### src/rtl/vga_pkg.sv
// vga_pkg: shared 640x480@60 VGA timing constants, the 320x240 source
// frame geometry and the {y, x} frame-buffer address layout. Used by the
// frame reader, the enhanced filter and the capture side.
//
// Contents:
//   H_* / V_* timing defaults, H_TOTAL / V_TOTAL line and frame totals
//   SRC_W / SRC_H source image size, X_* / Y_* address field positions
//   pix_ctrl_t  per-pixel control word carried through latency pipelines
//   pack_addr() builds a frame-buffer address from x and y
package vga_pkg;

  localparam int H_ACTIVE = 640;
  localparam int H_FP     = 16;
  localparam int H_SYNC   = 96;
  localparam int H_BP     = 48;
  localparam int H_TOTAL  = H_ACTIVE + H_FP + H_SYNC + H_BP;

  localparam int V_ACTIVE = 480;
  localparam int V_FP     = 10;
  localparam int V_SYNC   = 2;
  localparam int V_BP     = 33;
  localparam int V_TOTAL  = V_ACTIVE + V_FP + V_SYNC + V_BP;

  localparam int SRC_W = 320;
  localparam int SRC_H = 240;

  localparam int X_LSB  = 0;
  localparam int X_W    = $clog2(SRC_W);
  localparam int Y_LSB  = X_LSB + X_W;
  localparam int Y_W    = $clog2(SRC_H);
  localparam int ADDR_W = X_W + Y_W;
  localparam int PIX_W  = 12;

  localparam int H_CNT_W = $clog2(H_TOTAL);
  localparam int V_CNT_W = $clog2(V_TOTAL);

  // Everything derived from the raster counters that has to travel in
  // lock-step with the frame-buffer read.
  typedef struct packed {
    logic              active;
    logic              hsync;
    logic              vsync;
    logic              frame;
    logic              en;
    logic [ADDR_W-1:0] addr;
  } pix_ctrl_t;

  // Blanking with both syncs deasserted (high).
  localparam pix_ctrl_t PIX_CTRL_IDLE = '{active: 1'b0, hsync: 1'b1, vsync: 1'b1,
                                          frame: 1'b0, en: 1'b0, addr: '0};

  function automatic logic [ADDR_W-1:0] pack_addr(input logic [X_W-1:0] x,
                                                  input logic [Y_W-1:0] y);
    logic [ADDR_W-1:0] a;
    a = '0;
    a[X_LSB +: X_W] = x;
    a[Y_LSB +: Y_W] = y;
    return a;
  endfunction

endpackage

### src/rtl/vga_timing_gen.sv
// vga_timing_gen: free-running horizontal/vertical raster counters with
// active-area, sync and first-pixel decode. The decode is combinational from
// the counter registers; any latency matching is done by the user.
//
// Ports:
//   clk          pixel clock
//   reset        synchronous, active-high; counters return to (0,0)
//   active       raster position is inside the visible area
//   hsync/vsync  active-low sync pulses
//   frame_first  raster position is (0,0)
//   x / y        source-image coordinates (each source pixel covers 2x2)
module vga_timing_gen #(
  parameter int H_ACTIVE = vga_pkg::H_ACTIVE,
  parameter int H_FP     = vga_pkg::H_FP,
  parameter int H_SYNC   = vga_pkg::H_SYNC,
  parameter int H_BP     = vga_pkg::H_BP,
  parameter int V_ACTIVE = vga_pkg::V_ACTIVE,
  parameter int V_FP     = vga_pkg::V_FP,
  parameter int V_SYNC   = vga_pkg::V_SYNC,
  parameter int V_BP     = vga_pkg::V_BP
) (
  input  logic                   clk,
  input  logic                   reset,
  output logic                   active,
  output logic                   hsync,
  output logic                   vsync,
  output logic                   frame_first,
  output logic [vga_pkg::X_W-1:0] x,
  output logic [vga_pkg::Y_W-1:0] y
);
  import vga_pkg::*;

  localparam logic [H_CNT_W-1:0] H_ACT    = H_CNT_W'(H_ACTIVE);
  localparam logic [H_CNT_W-1:0] HS_START = H_CNT_W'(H_ACTIVE + H_FP);
  localparam logic [H_CNT_W-1:0] HS_END   = H_CNT_W'(H_ACTIVE + H_FP + H_SYNC);
  localparam logic [H_CNT_W-1:0] H_LAST   = H_CNT_W'(H_ACTIVE + H_FP + H_SYNC + H_BP - 1);

  localparam logic [V_CNT_W-1:0] V_ACT    = V_CNT_W'(V_ACTIVE);
  localparam logic [V_CNT_W-1:0] VS_START = V_CNT_W'(V_ACTIVE + V_FP);
  localparam logic [V_CNT_W-1:0] VS_END   = V_CNT_W'(V_ACTIVE + V_FP + V_SYNC);
  localparam logic [V_CNT_W-1:0] V_LAST   = V_CNT_W'(V_ACTIVE + V_FP + V_SYNC + V_BP - 1);

  logic [H_CNT_W-1:0] h_cnt;
  logic [V_CNT_W-1:0] v_cnt;

  // Raster counters: the line counter advances only when the pixel counter wraps.
  always_ff @(posedge clk) begin
    if (reset) begin
      h_cnt <= '0;
      v_cnt <= '0;
    end else if (h_cnt == H_LAST) begin
      h_cnt <= '0;
      v_cnt <= (v_cnt == V_LAST) ? '0 : v_cnt + V_CNT_W'(1);
    end else begin
      h_cnt <= h_cnt + H_CNT_W'(1);
    end
  end

  // Position decode; dropping the counter LSBs doubles each source pixel.
  always_comb begin
    active      = (h_cnt < H_ACT) && (v_cnt < V_ACT);
    hsync       = !((h_cnt >= HS_START) && (h_cnt < HS_END));
    vsync       = !((v_cnt >= VS_START) && (v_cnt < VS_END));
    frame_first = (h_cnt == '0) && (v_cnt == '0);
    x           = h_cnt[X_W:1];
    y           = v_cnt[Y_W:1];
  end

endmodule

### src/rtl/vga_frame_reader.sv
// vga_frame_reader: drives 640x480@60 VGA timing, reads the 320x240 RGB444
// frame buffer with 2x2 pixel replication and delivers pixel, address and
// syncs phase-aligned, RD_LATENCY+2 cycles after the raster counters.
//
// Ports:
//   clk, reset    pixel clock, synchronous active-high reset
//   enable        0 blanks pixel_out to black; timing keeps running
//   rd_addr       frame-buffer read address {y, x}, held during blanking
//   rd_data       frame-buffer data, valid RD_LATENCY cycles after rd_addr
//   pixel_out     aligned pixel (black outside the active area or when disabled)
//   pixel_addr    address that produced pixel_out, held while not valid
//   pixel_valid   pixel_out is in the active area
//   hsync, vsync  active-low syncs
//   frame_start   one-cycle pulse with pixel (0,0)
module vga_frame_reader #(
  parameter int H_ACTIVE   = vga_pkg::H_ACTIVE,
  parameter int H_FP       = vga_pkg::H_FP,
  parameter int H_SYNC     = vga_pkg::H_SYNC,
  parameter int H_BP       = vga_pkg::H_BP,
  parameter int V_ACTIVE   = vga_pkg::V_ACTIVE,
  parameter int V_FP       = vga_pkg::V_FP,
  parameter int V_SYNC     = vga_pkg::V_SYNC,
  parameter int V_BP       = vga_pkg::V_BP,
  parameter int RD_LATENCY = 2
) (
  input  logic                      clk,
  input  logic                      reset,
  input  logic                      enable,
  output logic [vga_pkg::ADDR_W-1:0] rd_addr,
  input  logic [vga_pkg::PIX_W-1:0]  rd_data,
  output logic [vga_pkg::PIX_W-1:0]  pixel_out,
  output logic [vga_pkg::ADDR_W-1:0] pixel_addr,
  output logic                      pixel_valid,
  output logic                      hsync,
  output logic                      vsync,
  output logic                      frame_start
);
  import vga_pkg::*;

  // One stage lines up with the rd_addr register, RD_LATENCY more with the
  // memory; the output register then captures rd_data and control together.
  localparam int DEPTH = RD_LATENCY + 1;

  logic              tg_active;
  logic              tg_hsync;
  logic              tg_vsync;
  logic              tg_frame;
  logic [X_W-1:0]    tg_x;
  logic [Y_W-1:0]    tg_y;
  logic [ADDR_W-1:0] tg_addr;
  pix_ctrl_t         pipe [DEPTH];
  pix_ctrl_t         tail;

  vga_timing_gen #(
    .H_ACTIVE (H_ACTIVE),
    .H_FP     (H_FP),
    .H_SYNC   (H_SYNC),
    .H_BP     (H_BP),
    .V_ACTIVE (V_ACTIVE),
    .V_FP     (V_FP),
    .V_SYNC   (V_SYNC),
    .V_BP     (V_BP)
  ) u_timing (
    .clk         (clk),
    .reset       (reset),
    .active      (tg_active),
    .hsync       (tg_hsync),
    .vsync       (tg_vsync),
    .frame_first (tg_frame),
    .x           (tg_x),
    .y           (tg_y)
  );

  assign tg_addr = pack_addr(tg_x, tg_y);
  assign tail    = pipe[DEPTH-1];

  // Read address plus the latency-matching shift register. rd_addr only
  // follows active positions so blanking never reads past 319/239.
  always_ff @(posedge clk) begin
    if (reset) begin
      rd_addr <= '0;
      for (int i = 0; i < DEPTH; i++) begin
        pipe[i] <= PIX_CTRL_IDLE;
      end
    end else begin
      if (tg_active) begin
        rd_addr <= tg_addr;
      end
      pipe[0] <= '{active: tg_active, hsync: tg_hsync, vsync: tg_vsync,
                   frame: tg_frame, en: enable, addr: tg_addr};
      for (int i = 1; i < DEPTH; i++) begin
        pipe[i] <= pipe[i-1];
      end
    end
  end

  // Output register: rd_data and its delayed control leave on the same edge.
  always_ff @(posedge clk) begin
    if (reset) begin
      pixel_out   <= '0;
      pixel_addr  <= '0;
      pixel_valid <= 1'b0;
      hsync       <= 1'b1;
      vsync       <= 1'b1;
      frame_start <= 1'b0;
    end else begin
      pixel_out   <= (tail.active && tail.en) ? rd_data : '0;
      pixel_valid <= tail.active;
      hsync       <= tail.hsync;
      vsync       <= tail.vsync;
      frame_start <= tail.frame;
      if (tail.active) begin
        pixel_addr <= tail.addr;
      end
    end
  end

endmodule
### config.mk
export PLATFORM = sky130hd
export DESIGN_NAME = vga_frame_reader
export DESIGN_NICKNAME = d
export VERILOG_FILES = /design/src/rtl/vga_pkg.sv /design/src/rtl/vga_timing_gen.sv /design/src/rtl/vga_frame_reader.sv
export SDC_FILE = /design/constraint.sdc
export NUM_CORES = 1
export LEC_CHECK = 0
export CORE_ASPECT_RATIO = 1.5
export CORE_MARGIN = 3
export CORE_UTILIZATION = 55
export CTS_CLUSTER_SIZE = 10
export DETAILED_ROUTE_END_ITERATION = 10
export HOLD_SLACK_MARGIN = 0.03
export PLACE_DENSITY_LB_ADDON = 0.12
export REMOVE_ABC_BUFFERS = 1
export SLEW_MARGIN = 20
export SYNTH_ARGS = -nofsm -noshare
export SYNTH_HDL_FRONTEND = slang
export SYNTH_SLANG_ARGS = --single-unit
### constraint.sdc
create_clock -name clk -period 3.5 [get_ports clk]
set_input_delay 0.7 -clock clk [delete_from_list [all_inputs] [get_ports clk]]
set_output_delay 0.7 -clock clk [all_outputs]
set_load 0.01 [all_outputs]
After elaboration in Yosys (flattened, before gate mapping)
Memory sizes are Yosys's and may differ from the RTL's. Index checks and enable logic that the tools add are counted.

Flip-flop bits (word level): 70. Bits in latches: 0. Bits in writable memories: 66. Bits in read-only memories: 0. Bits of input ports: 15. Output and inout bits: 50. Word-level logic and storage cells: 42. Memories: 1.

Memory list: pipe (words 3, width 22, rd ports 3, clocked after memory_dff 0, write ports 3, RTL line vga_frame_reader.sv:51) `pix_ctrl_t pipe [DEPTH];`.

Add/sub/neg operators: 2. $mul: 0. Divide/modulo/power cells: 0. Magnitude comparators: 6. Eq/ne operators: 2. Shifts and indexed selects: 0. Multiplexer cells: 7. Bitwise gates (word level): 4. Reduce and logical (&&, ||, !) cells: 11.

Operators by type and width (number): two-way mux 22 bit (3); adder 10 x 1 -> 10 bit (second input constant) (2); equality test 10 bit (second input constant) (2); zero test 10 bit (2); less-than comparator 10 bit (second input constant) (2); less-than comparator 10 x 9 -> 1 bit (second input constant) (2); >= comparator 10 bit (second input constant) (1); >= comparator 10 x 9 -> 1 bit (second input constant) (1); two-way mux 10 bit (1); logical AND 1 bit (5); OR reduction 2 bit (2); two-way mux 1 bit (3); bitwise OR 1 bit (3); zero test 1 bit (2); NOT 1 bit (1).

Logic depth before layout (Yosys ltp)
Gate-level depths: netlist (run 1).

Word-level depth: 4. Mapped depth: 7. Mapped depth without buffers: 6.

By module
A second synthesis (run 1) with hierarchy kept.

Cell total of the unflattened synthesis: 425. Area total of the unflattened synthesis: 4644.5 um2.

By module, submodules not included: vga_frame_reader (instances 1, cells each 283, area each 3417.0 um2, sequential area each 2322.2 um2); vga_timing_gen (instances 1, cells each 142, area each 1227.4 um2, sequential area each 400.4 um2).

Worst setup path after synthesis (run 1)
No wires, ideal clock.

Path type: register -> register. From: register u_timing.h_cnt[0]. To: register u_timing.v_cnt[9]. Library setup time: 0.067 ns. Data arrival time: 1.841 ns. Data required time: 3.433 ns. Path slack: 1.592 ns. Cell stages (with the launch flop): 6. Path buffers: 0. Clock period less this slack: 1.908 ns. Cell sequence: dfxtp_1 ha_1 nand4_4 or4_4 or3_1 a21oi_2.

Word-level cells in the longest chain between the ends: 1.

Ends and longest elaborated chain: start: declaration (RTL line vga_timing_gen.sv:43) `logic [H_CNT_W-1:0] h_cnt;`; start signal: assignment (RTL line vga_timing_gen.sv:55) `h_cnt <= h_cnt + H_CNT_W'(1);`; equality test 10 bit (RTL line vga_timing_gen.sv:51) `end else if (h_cnt == H_LAST) begin`; end signal: assignment (RTL line vga_timing_gen.sv:53) `v_cnt <= (v_cnt == V_LAST) ? '0 : v_cnt + V_CNT_W'(1);`; end: declaration (RTL line vga_timing_gen.sv:44) `logic [V_CNT_W-1:0] v_cnt;`.

Every way passes these cells. A chain may end at the register's enable or synchronous reset.

Final worst setup path (run 1)
From: register u_timing.h_cnt[1]. To: register u_timing.v_cnt[9].

The elaborated chain is that of the path after synthesis.

==> results of run 1 <==
per-stage QoR:
stage	worst slack, ns	utilization, %
4_1_cts	1.41	74.2
6_report	1.41	74.2
5_1_grt	1.36	74.2
3_3_place_gp	1.50	66.3
2_1_floorplan	1.59	-
3_5_place_dp	1.43	66.3
placed cells by master, fill, tap and decap left out, types with 8 or more instances in the layout:
| cell | Yosys | layout |
|---|---|---|
| and3_1 | 13 | 13 |
| clkbuf_16 | 0 | 17 |
| clkdlybuf4s50_1 | 0 | 63 |
| dfxtp_1 | 136 | 136 |
| inv_1 | 9 | 9 |
| mux2i_1 | 31 | 31 |
| nand3_1 | 8 | 8 |
| nor2_1 | 55 | 55 |
| nor2b_1 | 60 | 60 |
| or2_2 | 8 | 8 |
| xor2_1 | 8 | 8 |
cells by family after synthesis:
logic type | after synthesis
XOR/XNOR | 14
buffers and inverters | 36
multiplexers | 31
adder cells (fa/ha/maj) | 4
AND/OR/NAND/NOR | 175
AO/OA/AOI/OAI | 13
flip-flops | 136
layout make-up:
type | count | share of cell area, %
Sequential cell | 136 | 47.3
Multi-Input combinational cell | 237 | 27.9
Timing Repair Buffer | 66 | 11.3
Clock buffer | 20 | 8.10
Clock inverter | 12 | 2.58
Tap cell | 102 | 2.22
Inverter | 9 | 0.586
sequential cells by signal, summed over array words and instances (netlist names):
signal and count:
pipe 66, frame_start 1, pixel_out 12, rd_addr 17, vsync 1, pixel_addr 17, u_timing.h_cnt 10, pixel_valid 1
u_timing.v_cnt 10, hsync 1
final timing paths:
| path | slack (ns) | depth (start not counted) | to | from |
|---|---|---|---|---|
| max reg2reg | 1.41 | 5 | u_timing.v_cnt[9] | u_timing.h_cnt[1] |
| min | 0.40 | 1 | pipe[0][63] | pipe[0][41] |
| min reg2reg | 0.40 | 1 | pipe[0][63] | pipe[0][41] |
| max | 1.41 | 5 | u_timing.v_cnt[9] | u_timing.h_cnt[1] |
power by group:
group	switching, W	total [W]	internal [W]
logic	0.0000374	0.0000698	0.0000324
registers	0.00000785	0.00157	0.00156
clock network	0.000621	0.00179	0.00117
metal layers:
layer / global-route usage [%] / share of wire [%] / up-vias
met4: 9.24 / 2.7 / 0
met2: 30.0 / 50 / 80
met5: 0 / 0 / -
met3: 7.87 / 6.0 / 19
li1: - / - / 1451
met1: 18.2 / 41 / 1348
==> impl_metrics.ini, run 1 <==
[outcome]
outcome = finished, final reports clean

[yosys]
async_flop_share_pct = 0
synth-edff-count = 0
ys_ff_latch = 136
yosysMostFrequentCell = dfxtp_1
yosysSeqAreaShare_pct = 60.7
avgSynthCellArea_um2 = 11.0
synthTopCellsByCount = dfxtp_1, nor2b_1, nor2_1
yosys_warnings = 0
ys_top_cells_by_area = dfxtp_1, nor2b_1, mux2i_1, nor2_1, and3_1
synth-compound-area-share_pct = 2.76
synth_top_family_by_area = simple AND/OR/NAND/NOR gates
syn-instance-count = 409
netlist_area_um2 = 4490
synth_adder_area_share_pct = 1.12
synth_top_area_share_pct = 60.7
synth_xor_area_share_pct = 2.73
yosys.area_share.simple_pct = 22.3
synth_flop_cell = dfxtp_1
ys_types = 37
synthMuxAreaShare_pct = 6.91
yosys.area.top_type = dfxtp_1

[global_route]
track_usage_pct = 17.7
grt_pass1_vias = 2760
grt_pass1_wl_mm = 12.5
grt_antenna_before_repair = 0
grt_max_degree = 75
gr-total-overflow = 0

[floorplanning]
coreArea_um2 = 7760
rows = 39
initial_utilization_pct = 57.8
die_h_um = 117
pin_count = 65
die_area_um2 = 9300
die-width_um = 79.8

[worst_setup_path]
slowest_stage = or4_4
startpoint_type = register
critical-path-max-stage-delay_ns = 0.61
critPathKind = register to register
path_cells = ha_1 > nand4_4 > or4_4 > or3_1 > a21oi_2
cp-end-kind = register
critPathRequiredTime_ns = 3.85
crit_buf_inv = 0
critPathMaxFanout = 7
worstPathArrival_ns = 2.44
crit_family = simple AND/OR/NAND/NOR gates

[clock_network]
clkSlewWorstSetupHoldPaths_ns = 0.06
cts_hold_buf = 0
htreeDepth = 4
post_cts_buffers = 0
clock_latency_ns = 0.41
cts_resized = 0
cts_made_buffers = 17
cts-root-buf = clkbuf_16
clock-sinks = 136
cts_tree = done
clockBufferDepth = 2

[timing]
timing.final.crit_share_pct = 59.8
holdWs_ns = 0.402
tns_ns = 0
rsz0062_at_grt = no
setup_violations = 0
finalHoldViolations = 0
finClkSkew_ns = 0.00505
worstMarginPinSlew_ns = 0.855
fin_crit_ns = 2.09
maxSlewViolCount = 0
max_freq_mhz = 478
relSlewSlack_pct = 43.0

[layout]
area_growth_pct = 28.4
final_cells = 582
final-seq-area_um2 = 2720
multiInputGateArea_um2 = 1610
final.fill_count = 541
antennaDiodeCount = 0
nets = 486
postLayoutCellArea_um2 = 5760
drive_gt1_share_pct = 11.3

[route]
drcViolationCount = 0
via_per_inst = 4.98
drtIter0Drc = 85
vias = 2898
dr.pass1.iters = 4
wl_per_cell_um = 12.7
ant_nets = 0
wl_mm = 7.37

[place]
placed_area_um2 = 5140
gp_congestion = 0.798
dp_hpwl_mm = 4.67
io_buffers = 64
place_inst = 550

[power_and_ir_drop]
peakVddDrop_mv = 0.435
power_w = 0.00343
power.density_nw_per_um2 = 596
p_leak_nw = 2.36

[worst_hold_path]
hold_class = register to register

[job]
maxCapViolCount = 0
(Power assumes the default switching activity.)
==> run 2: changes to the inputs <==
--- a/config.mk
+++ b/config.mk
@@ -7,7 +7,7 @@
 export LEC_CHECK = 0
 export CORE_ASPECT_RATIO = 1.5
 export CORE_MARGIN = 3
-export CORE_UTILIZATION = 55
+export CORE_UTILIZATION = 48
 export CTS_CLUSTER_SIZE = 10
 export DETAILED_ROUTE_END_ITERATION = 10
 export HOLD_SLACK_MARGIN = 0.03
==> constraint.sdc (replaced) <==
create_clock -name clk -period 1.86 [get_ports clk]
set_input_delay 0.372 -clock clk [delete_from_list [all_inputs] [get_ports clk]]
set_output_delay 0.372 -clock clk [all_outputs]
set_load 0.01 [all_outputs]
==> impl_metrics.ini, run 2 (synthesis gave the netlist of run 1 again) <==
[outcome]
outcome = finished, final reports clean

[layout]
final_cell_mix = dfxtp_1, clkdlybuf4s50_1, nor2b_1, nor2_1, mux2i_1
reg_top3 = pipe (66), pixel_addr (17), rd_addr (17)
top_register = pipe
antennaDiodeCount = 0
drive_gt1_share_pct = 15.4
mostFrequentLayoutCell = dfxtp_1
final.fill_count = 694
area_growth_pct = 32.6
multiInputGateArea_um2 = 1620
nets = 507
largest_reg_flops = 66
final-seq-area_um2 = 2720

[clock_network]
cts_resized = 0
post_cts_buffers = 0
clock-sinks = 136
clockBufferDepth = 2
cts-root-buf = clkbuf_16
cts_made_buffers = 17
cts_hold_buf = 0
clock_latency_ns = 0.41
htreeDepth = 4
cts_tree = done
clkSlewWorstSetupHoldPaths_ns = 0.05

[timing]
relSlewSlack_pct = 56.7
tns_ns = 0
timing.final.crit_share_pct = 94.3
rsz0062_at_grt = no
max_freq_mhz = 570
setup_violations = 0
setup_slack_ns = 0.105
worstMarginPinSlew_ns = 0.648
fin_crit_ns = 1.75
maxSlewViolCount = 0
finClkSkew_ns = 0.00566
finalHoldViolations = 0

[place]
dp_hpwl_mm = 5.02
io_buffers = 64
gp_congestion = 0.798
pre_cts_slack_ns = 0.0340

[route]
ant_nets = 0
via_per_inst = 4.81
drcViolationCount = 0
wl_mm = 7.54
wl_per_cell_um = 12.3
drtIter0Drc = 100
dr.pass1.iters = 4
vias = 2936

[worst_setup_path]
critPathRequiredTime_ns = 2.20
cp-end-kind = register
critPathMaxFanout = 6
path_cells = nand4bb_4 > or4_4 > or3_1 > a21oi_2
slowest_stage = or4_4
critical-path-max-stage-delay_ns = 0.54
critPathKind = register to register
worstPathArrival_ns = 2.09
startpoint_type = register

[floorplanning]
rows = 42
die-width_um = 85.0
initial_utilization_pct = 49.9
die_h_um = 124
coreArea_um2 = 8990
die_area_um2 = 10600
pin_count = 65

[power_and_ir_drop]
p_leak_nw = 2.48
peakVddDrop_mv = 0.717
power.density_nw_per_um2 = 1080
power_w = 0.00644

[global_route]
grt_pass1_vias = 2975
grt_max_degree = 47
grt_antenna_before_repair = 0
gr-total-overflow = 0
track_usage_pct = 15.6
grt_pass1_wl_mm = 13.2

[worst_hold_path]
hold_class = input pin to register

[job]
maxCapViolCount = 0
-- run 2: through the flow --
step | area [um^2] | util, % | hold WS (ns) | cells
finish | 5950 | 66.2 | 0.293 | 611
floorplan | 4360 | - | 0.389 | 382
global route | 5950 | 66.2 | 0.297 | 611
CTS | 5940 | 66.1 | 0.281 | 611
detailed placement | 5340 | 59.4 | 0.392 | 579
global placement | 5340 | 59.4 | 0.393 | 579
-- run 2: layout make-up --
| class | instances | share of cell area (%) |
|---|---|---|
| multi-input combinational | 237 | 27.2 |
| clock buffer | 19 | 7.61 |
| timing repair buffer | 87 | 14.0 |
| clock inverter | 13 | 2.54 |
| tap | 110 | 2.31 |
| inverter | 9 | 0.568 |
| sequential | 136 | 45.8 |
-- run 2: critical path, delay by kind of cell, from the launching register on --
kind	cells	cell delay, ns
AND/OR/NAND/NOR	3	1.10
flip-flops	1	0.46
AO/OA/AOI/OAI	1	0.14
-- run 2: routing by layer --
layer  global-route usage (%)  wire length [um]  vias to the layer above
met5                        0                 0                        -
met4                     8.29               231                        0
met3                     5.82               403                       16
met2                     25.4              3620                       82
met1                     17.4              3290                     1340
li1                         -                 -                     1498
-- run 2: where the power goes --
part	internal, W	total (W)	switching, W	leakage (nW)
clock	0.00216	0.00333	0.00117	0.295
sequential	0.00294	0.00295	0.00000917	1.10
combinational	0.0000758	0.000155	0.0000790	1.09
total	0.00518	0.00644	0.00126	2.48
-- run 2: path summary, 6_finish.rpt --
kind / start / to / slack (ns) / depth (start not counted)
worst max-delay path: u_timing.v_cnt[3] / u_timing.v_cnt[9] / 0.11 / 4
worst max register to register: u_timing.v_cnt[3] / u_timing.v_cnt[9] / 0.11 / 4
worst min register to register: pipe[0][42] / pipe[0][64] / 0.40 / 1
worst min-delay path: reset / rd_addr[2] / 0.29 / 2
